--- src/rtl/vga_timing_gen.sv ---
// VGA raster timing: pixel-strobed horizontal/vertical counters with combinational
// sync, visible-area and clamped coordinate decode, plus end-of-frame pulses.
module vga_timing_gen #(
  parameter int H_ACTIVE = 640,
  parameter int H_FP     = 16,
  parameter int H_SYNC   = 96,
  parameter int H_BP     = 48,
  parameter int V_ACTIVE = 480,
  parameter int V_FP     = 10,
  parameter int V_SYNC   = 2,
  parameter int V_BP     = 33,
  parameter bit SYNC_POL = 1'b0
) (
  input  logic       i_clk,
  input  logic       i_rst,
  input  logic       i_pix_stb,
  output logic       o_hs,
  output logic       o_vs,
  output logic       o_active,
  output logic       o_blanking,
  output logic [9:0] o_x,
  output logic [8:0] o_y,
  output logic [9:0] o_h_cnt,
  output logic [9:0] o_v_cnt,
  output logic       o_animate,
  output logic       o_screenend
);

  localparam int H_TOTAL    = H_ACTIVE + H_FP + H_SYNC + H_BP;
  localparam int V_TOTAL    = V_ACTIVE + V_FP + V_SYNC + V_BP;
  localparam int HS_START   = H_ACTIVE + H_FP;
  localparam int HS_END     = HS_START + H_SYNC;
  localparam int VS_START   = V_ACTIVE + V_FP;
  localparam int VS_END     = VS_START + V_SYNC;

  logic [9:0] h_cnt;
  logic [9:0] v_cnt;
  logic       h_last;
  logic       v_last;
  logic       h_vis;
  logic       v_vis;
  logic       h_sync_win;
  logic       v_sync_win;

  assign h_last = (h_cnt == 10'(H_TOTAL - 1));
  assign v_last = (v_cnt == 10'(V_TOTAL - 1));

  always_ff @(posedge i_clk) begin
    if (i_rst) begin
      h_cnt <= '0;
      v_cnt <= '0;
    end else if (i_pix_stb) begin
      if (h_last) begin
        h_cnt <= '0;
        v_cnt <= v_last ? '0 : v_cnt + 10'd1;
      end else begin
        h_cnt <= h_cnt + 10'd1;
      end
    end
  end

  assign h_vis      = (h_cnt < 10'(H_ACTIVE));
  assign v_vis      = (v_cnt < 10'(V_ACTIVE));
  assign h_sync_win = (h_cnt >= 10'(HS_START)) && (h_cnt < 10'(HS_END));
  assign v_sync_win = (v_cnt >= 10'(VS_START)) && (v_cnt < 10'(VS_END));

  assign o_hs       = h_sync_win ? SYNC_POL : ~SYNC_POL;
  assign o_vs       = v_sync_win ? SYNC_POL : ~SYNC_POL;
  assign o_active   = h_vis && v_vis;
  assign o_blanking = ~o_active;
  assign o_x        = h_vis ? h_cnt : 10'(H_ACTIVE - 1);
  assign o_y        = v_vis ? v_cnt[8:0] : 9'(V_ACTIVE - 1);
  assign o_h_cnt    = h_cnt;
  assign o_v_cnt    = v_cnt;

  // Pulses mark the strobe that leaves the last pixel; reset suppresses them.
  assign o_animate   = i_pix_stb && !i_rst &&
                       (h_cnt == 10'(H_ACTIVE - 1)) && (v_cnt == 10'(V_ACTIVE - 1));
  assign o_screenend = i_pix_stb && !i_rst && h_last && v_last;

endmodule

--- config.mk ---
export PLATFORM = sky130hd
export DESIGN_NAME = vga_timing_gen
export DESIGN_NICKNAME = d
export VERILOG_FILES = /design/src/rtl/vga_timing_gen.sv
export SDC_FILE = /design/constraint.sdc
export NUM_CORES = 1
export LEC_CHECK = 0
export CORE_ASPECT_RATIO = 0.8
export CORE_MARGIN = 10
export CORE_UTILIZATION = 40
export CTS_BUF_LIST = sky130_fd_sc_hd__clkbuf_16
export DETAILED_ROUTE_END_ITERATION = 12
export PLACE_DENSITY = 0.78
export SETUP_SLACK_MARGIN = 0.02
export SLEW_MARGIN = 25
export SYNTH_ARGS = -nofsm -noshare
export SYNTH_HDL_FRONTEND = slang
export SYNTH_SLANG_ARGS = --single-unit
--- constraint.sdc ---
create_clock -name i_clk -period 4.45 [get_ports i_clk]
set_input_delay 1.335 -clock i_clk [delete_from_list [all_inputs] [get_ports i_clk]]
set_output_delay 1.335 -clock i_clk [all_outputs]
set_load 0.01 [all_outputs]
# Word-level counts from Yosys, hierarchy flattened
# Cells that the tools add are included.
# Widths: inputs -> output; s select.
dict set report word_totals {
  register_bits 20
  latch_bits 0
  mem_bits_rw 0
  mem_bits_ro 0
  inputBits 3
  memories 0
}
dict set report op_classes {
  n_addsub 2
  n_mul 0
  div_mod_pow 0
  magnitude_cmp 6
  n_eq_ne 4
  shift 0
  muxes 6
  n_bitwise 1
  reduce_logical 10
}
# cell n
set ops {}
lappend ops {{$eq 10x10->1 const B} 3}
lappend ops {{$mux 10} 3}
lappend ops {{$add 10x1->10 const B} 2}
lappend ops {{$lt 10x10->1 const B} 2}
lappend ops {{$lt 10x9->1 const B} 2}
lappend ops {{$eq 10x9->1 const B} 1}
lappend ops {{$ge 10x10->1 const B} 1}
lappend ops {{$ge 10x9->1 const B} 1}
lappend ops {{$mux 9} 1}
lappend ops {{$logic_and 1x1->1} 8}
lappend ops {{$mux 1} 2}
lappend ops {{$reduce_and 2->1} 1}
lappend ops {{$logic_not 1->1} 1}
lappend ops {{$not 1->1} 1}

# Depth between registers and ports, before layout
# Gate-level depths: netlist (run 1).
dict set report depth {
  depth_word 4
  depth_mapped 6
  ltp_nobuf 6
}

# Worst setup path after synthesis (run 1)
# OpenSTA, ideal clock, no wires.
dict set report synth_path {
  path_kind {input to output}
  startpoint {in i_pix_stb}
  endpoint {out o_screenend}
  t_arrival_ps 2387
  t_required_ps 3115
  path_slack_ps 728
  path_stages 4
  n_path_buf 1
  path_cell_list {buf_4 nand4b_4 or3_1 nor3_1}
}
dict set report synth_via {
  elab_chain_cells 3
}
# item line_no
set synth_rtl {}
lappend synth_rtl {{start: declaration} 16} ;# input logic i_pix_stb,
lappend synth_rtl {{$logic_and 1x1->1 (3 in a row)} 79} ;# assign o_screenend = i_pix_stb && !i_rst && h_last && v_last;
lappend synth_rtl {{end: declaration} 26} ;# output logic o_screenend
# Every way passes these cells.

# Final worst setup path (run 1)
# Same ends and word-level chain as after synthesis.

==> results of run 1 <==
==> worst min-delay path, delay by kind of cell, from the launching register on <==
kind | cells | cell delay, ns
simple gates | 1 | 0.05
flops | 1 | 0.34
mux | 1 | 0.14
==> final cells by class <==
| type | instances | area [µm²] | share of cell area (%) |
|---|---|---|---|
| sequential | 20 | 400 | 21.7 |
| timing repair buffer | 51 | 502 | 27.2 |
| multi-input combinational | 121 | 769 | 41.7 |
| clock inverter | 1 | 30.0 | 1.63 |
| clock buffer | 3 | 75.1 | 4.07 |
| inverter | 6 | 22.5 | 1.22 |
| tap | 38 | 47.5 | 2.57 |
==> kinds of logic (layout without fill, tap and decap cells) <==
family | after synthesis | after routing | share of synthesized area [%]
buffers and inverters | 16 | 61 | 5.68
DFF | 20 | 20 | 32.5
and+or+nand+nor | 92 | 92 | 42.3
muxes | 1 | 1 | 0.811
adders and majority gates | 4 | 4 | 4.06
AOI/OAI and AO/OA | 10 | 10 | 4.77
xor gates and xnor gates | 14 | 14 | 9.94
==> how the worst max path moves through the flow <==
stage | slack, ns | depth (start not counted) | end
floorplan | 0.73 | 4 | o_screenend
global placement | -0.02 | 5 | o_screenend
detailed placement | -0.08 | 5 | o_screenend
CTS | 0.09 | 5 | o_animate
global route | 0.15 | 5 | o_screenend
finish | 0.23 | 5 | o_screenend
==> metal layers <==
metal  wire length (µm)  part of all wire, %  track usage (%)
met3                196                  4.9             3.49
met4                 61                  1.5             4.12
met1               1610                   40             16.9
met5                  0                    0                0
met2               2140                   53             24.3
==> cells in the final DEF (no fill, tap or decap), types with 2 or more instances in the layout <==
cell             instances
o21ai_0                  3
xor2_1                   5
or2_2                    3
nor2_1                  21
or4_1                    2
nand2b_1                 6
nor3_1                   5
clkbuf_16                3
nand3_1                 11
buf_4                    4
nand4_1                  8
and2_1                   2
ha_1                     4
or3_1                    8
nor2b_1                  2
dfxtp_1                 20
nand2_1                 10
a21oi_1                  4
nor4_1                   5
inv_1                    6
xnor2_1                  9
clkdlybuf4s50_1         45
==> per-stage QoR <==
step / util, % / std cells
CTS: 64.5 / 240
floorplan: - / 157
finish: 64.8 / 240
detailed placement: 60.8 / 236
global route: 64.8 / 240
global placement: 60.8 / 236
==> state kept, by name, summed over array words and instances (netlist names) <==
name / count
o_v_cnt: 10
o_h_cnt: 10
==> what timing repair did <==
action,4_1_cts,5_1_grt
cloned,0,0
pin swaps,0,0
setup endpoints to repair,1,1
hold buffers,0,0
resized for setup,1,2
==> power by group through the flow <==
stage	Clock (µW)	Sequential, µW	Combinational [µW]
2_1_floorplan	0	188	11.1
4_1_cts	248	184	26.6
5_1_grt	259	184	29.1
3_3_place_gp	0	188	24.6
3_5_place_dp	0	188	26.5
6_report	244	184	26.8
==> metrics.yaml, run 1 <==
required_ns: 3.12
start_kind: "primary input"
start_util_pct: 43.3
p_int_uw: 373
hold_path_depth: 2
switchingPower_uw: 81.7
rsz0062_at_grt: "no"
path_clk_slew_ns: 0.05
yosys_warnings: 0
cts-buffers-inserted: 3
fill_cells: 242
ys_ff_latch: 20
synthArstFlopShare_pct: 0
place_ws_ns: -0.0751
grt_pass1_vias: 1218
grt_pass1_wl_um: 6490
finalHoldWorstSlack_ns: 0.577
synth_edf_count: 0
synth.area.top_cells: "dfxtp_1 32%, nor2_1 6.4%, xnor2_1 6.4%"
hpwl_um: 3040
critical_path.max_fanout: 2
postCtsSetupBuffers: 0
clkLatencyLatePin_ns: 0.25
vias: 1306
worst_pin_slew_ns: 0.535
first_pass_iters: 4
r2r_start: "o_h_cnt[0]$_SDFFE_PP0P_"
final_max_slew_viol_count: 0
setup_viol: 0
holdPathEnd: "o_h_cnt[1]$_SDFFE_PP0P_"
io_buffers: 47
n_antenna_cell: 0
placed_area_mm2: 0.00173
post-synth-top-area-cell: "dfxtp_1"
reg2regPathDepth: 6
setup_slack_ns: 0.225
final_area_mm2: 0.00185
slowest_delay_ns: 0.52
track_usage_pct: 14.3
drtIter0Drc: 81
vias_per_cell: 5.44
swShare_pct: 18.0
min_from: "o_h_cnt[1]$_SDFFE_PP0P_"
syn2layout_area_growth_pct: 49.7
ys.flop_type: "dfxtp_1"
reg2reg_setup_slack_ns: 2.39
postSynthCellCount: 157
clk_path_buf_depth: 2
cp-end-kind: "output pin"
yosysSeqAreaShare_pct: 32.5
grt_start_max_net_pins: 14
nNetsFinal: 210
netlist_area_mm2: 0.00123
row_count: 17
yosys.area.top_type_share_pct: 32.5
grt_antenna_before_repair: 0
pwr-share-seq_pct: 40.5
maxCapViolCount: 0
synth_most_common_cell: "nor2_1"
cts_max_level: 1
path_class: "primary input to output pin"
ant_nets: 0
synthTopCellsByCount: "21 x nor2_1, 20 x dfxtp_1, 11 x nand3_1, 10 x nand2_1, 9 x xnor2_1"
p_leak_uw: 0.000717
max-vdd-ir-drop_v: 0.000356
synth_area_per_cell_um2: 7.86
crit_start: "i_pix_stb"
fin_skew_ns: 0.00271
worstPathArrival_ns: 2.89
core_mm2: 0.00285
die_h_um: 69.7
path_delay_family: "buffers and inverters"
power.density_mw_per_mm2: 246
crit_slowest_cell: "clkdlybuf4s50_1"
cp_num_buf_inv: 2
gp_congestion: 0.857
finalHoldViolCount: 0
yosysUniqueCellTypes: 36
drcViolationCount: 0
holdCritPathClass: "flop to flop"
routedWlPerCell_um: 16.7
slew_headroom_pct: 64.1
die_w_um: 82.1
grt_overflow: 0
power_frac_comb_pct: 5.9
synth_fp_nets: 164
numClockSinks: 20
path_cells: "clkdlybuf4s50_1 -> nand4b_4 -> or3_1 -> nor3_1 -> dlygate4sd2_1"
cts_root_buf: "clkbuf_16"
status: "finished, final reports clean"
power_uw: 454
min_period_ns: 4.22
clockPowerShare_pct: 53.6
cts_tree: "built"
fin_crit_sh_pct: 94.9
worstReg2RegEnd: "o_v_cnt[7]$_SDFFE_PP0P_"
tns_ns: 0
drive_above_1_share_pct: 7.92
dieArea_mm2: 0.00572
fmax_mhz: 237
io_pins: 48
drt-total-wl_um: 4000
Note: power is estimated with default switching activity, not from simulation.
==> run 2, diff against run 1 <==
--- a/config.mk
+++ b/config.mk
@@ -6,7 +6,6 @@
 export NUM_CORES = 1
 export LEC_CHECK = 0
 export CORE_ASPECT_RATIO = 0.8
-export CORE_MARGIN = 10
 export CORE_UTILIZATION = 40
 export CTS_BUF_LIST = sky130_fd_sc_hd__clkbuf_16
 export DETAILED_ROUTE_END_ITERATION = 12
==> metrics.yaml, run 2 (synthesized netlist as in run 1, its figures left out) <==
drive_above_1_share_pct: 7.92  # unchanged
dieArea_mm2: 0.00331  # -42%
final_max_slew_viol_count: 0  # unchanged
first_pass_iters: 4  # unchanged
cts_max_level: 1  # unchanged
die_h_um: 51.7  # -26%
numClockSinks: 20  # unchanged
path_class: "primary input to output pin"
min_period_ns: 4.19  # -0.0385 ns
core_mm2: 0.00285  # unchanged
die_w_um: 64.1  # -22%
hpwl_um: 2430  # -20%
rsz0062_at_grt: "no"
cts_hold_buf: 0  # unchanged
setup_slack_ns: 0.264  # +0.0385 ns
grt_overflow: 0  # unchanged
holdCritPathClass: "flop to flop"
drcViolationCount: 0  # unchanged
vias_per_cell: 5.34  # -1.8%
cts_tree: "built"
grt_pass1_vias: 1072  # -12%
finalHoldViolCount: 0  # unchanged
worst_pin_slew_ns: 0.502  # -0.0327 ns
vias: 1282  # -1.8%
cp-end-kind: "output pin"
gp_congestion: 0.853  # -0.45%
status: "finished, final reports clean"
grt_pass1_wl_um: 5200  # -20%
min_from: "o_h_cnt[1]$_SDFFE_PP0P_"
ant_nets: 0  # unchanged
final_common_cell: "clkdlybuf4s50_1"
path_clk_slew_ns: 0.05  # about the same
track_usage_pct: 20.3  # +6.0 points
n_antenna_cell: 0  # unchanged
start_kind: "primary input"
grt_start_max_net_pins: 14  # unchanged
r2r_start: "o_h_cnt[0]$_SDFFE_PP0P_"
io_pins: 48  # unchanged
setup_viol: 0  # unchanged
grt_antenna_before_repair: 0  # unchanged
row_count: 17  # unchanged
max-vdd-ir-drop_v: 0.000308  # -13%
clk_path_buf_depth: 2  # unchanged
placed_area_mm2: 0.00173  # unchanged
start_util_pct: 43.3  # unchanged
syn2layout_area_growth_pct: 49.7  # unchanged
routedWlPerCell_um: 13.8  # -17%
final_cell_mix: "45 x clkdlybuf4s50_1, 21 x nor2_1, 20 x dfxtp_1"
place_ws_ns: -0.0109  # +0.0643 ns
maxCapViolCount: 0  # unchanged
drtIter0Drc: 71  # -12%
fin_skew_ns: 0.00405  # +0.00134 ns
final_area_mm2: 0.00185  # unchanged
p_leak_uw: 0.000717  # unchanged
power.density_mw_per_mm2: 245  # -0.36%
fin_crit_sh_pct: 94.1  # -0.86 points
io_buffers: 47  # unchanged
required_ns: 3.12  # about the same
fill_cells: 237  # -2.1%
critical_path.max_fanout: 2  # unchanged
drt-total-wl_um: 3320  # -17%
slew_headroom_pct: 66.3  # +2.2 points
tns_ns: 0  # unchanged
cts_root_buf: "clkbuf_16"
crit_start: "i_pix_stb"
cts-buffers-inserted: 3  # unchanged
worstPathArrival_ns: 2.85  # -0.04 ns
nNetsFinal: 210  # unchanged
clkLatencyLatePin_ns: 0.25  # about the same
fmax_mhz: 239  # +0.92%
postCtsSetupBuffers: 0  # unchanged
## run 2: cell counts in the layout (fill, tap and decap cells not counted)
Identical to the previous run, type by type.
## run 2: worst paths after layout
path | slack (ns) | depth (start not counted) | to
worst max-delay path | 0.26 | 5 | o_screenend
worst max register to register | 2.40 | 6 | o_v_cnt[7]$_SDFFE_PP0P_
worst min-delay path | 0.57 | 2 | o_h_cnt[1]$_SDFFE_PP0P_
worst min register to register | 0.57 | 2 | o_h_cnt[1]$_SDFFE_PP0P_
## run 2: stage by stage
| stage | hold slack [ns] | util, % | total power, µW | std cells |
|---|---|---|---|---|
| after CTS | 0.566 | 64.5 | 456 | 240 |
| after floorplan | 0.535 | - | 199 | 157 |
| after detailed placement | 0.559 | 60.8 | 213 | 236 |
| final | 0.572 | 64.8 | 453 | 240 |
| after global routing | 0.614 | 64.8 | 465 | 240 |
| after global placement | 0.534 | 60.8 | 212 | 236 |
## run 2: metal layers
metal | vias up | wire [µm] | GRT usage [%]
met2 | 34 | 1600 | 32.6
met1 | 604 | 1560 | 28.2
met5 | - | 0 | 0
met4 | 0 | 42 | 5.56
li1 | 640 | - | -
met3 | 4 | 123 | 3.29
## run 2: power breakdown
part / leakage, µW / internal, µW / switching, µW
logic: 0.000505 / 13.0 / 12.0
clock network: 0.0000511 / 178 / 65.7
registers: 0.000161 / 181 / 2.69
total: 0.000717 / 372 / 80.3
## run 2: final cells by class
class | count | area, µm² | share of cell area, %
Multi-Input combinational cell | 121 | 769 | 41.7
Timing Repair Buffer | 51 | 502 | 27.2
Sequential cell | 20 | 400 | 21.7
Clock buffer | 3 | 75.1 | 4.07
Tap cell | 38 | 47.5 | 2.57
Clock inverter | 1 | 30.0 | 1.63
Inverter | 6 | 22.5 | 1.22
## run 2: critical path, cell delays in order
cell,delay (ns)
clkdlybuf4s50_1,0.54
nand4b_4,0.11
or3_1,0.41
nor3_1,0.17
dlygate4sd2_1,0.29
## run 2: repair_timing
action,in CTS,in global routing
endpoints found under the setup margin,1,1
gates cloned,0,0
pin swaps,0,0
hold endpoints to repair,0,0
resized for setup,1,2
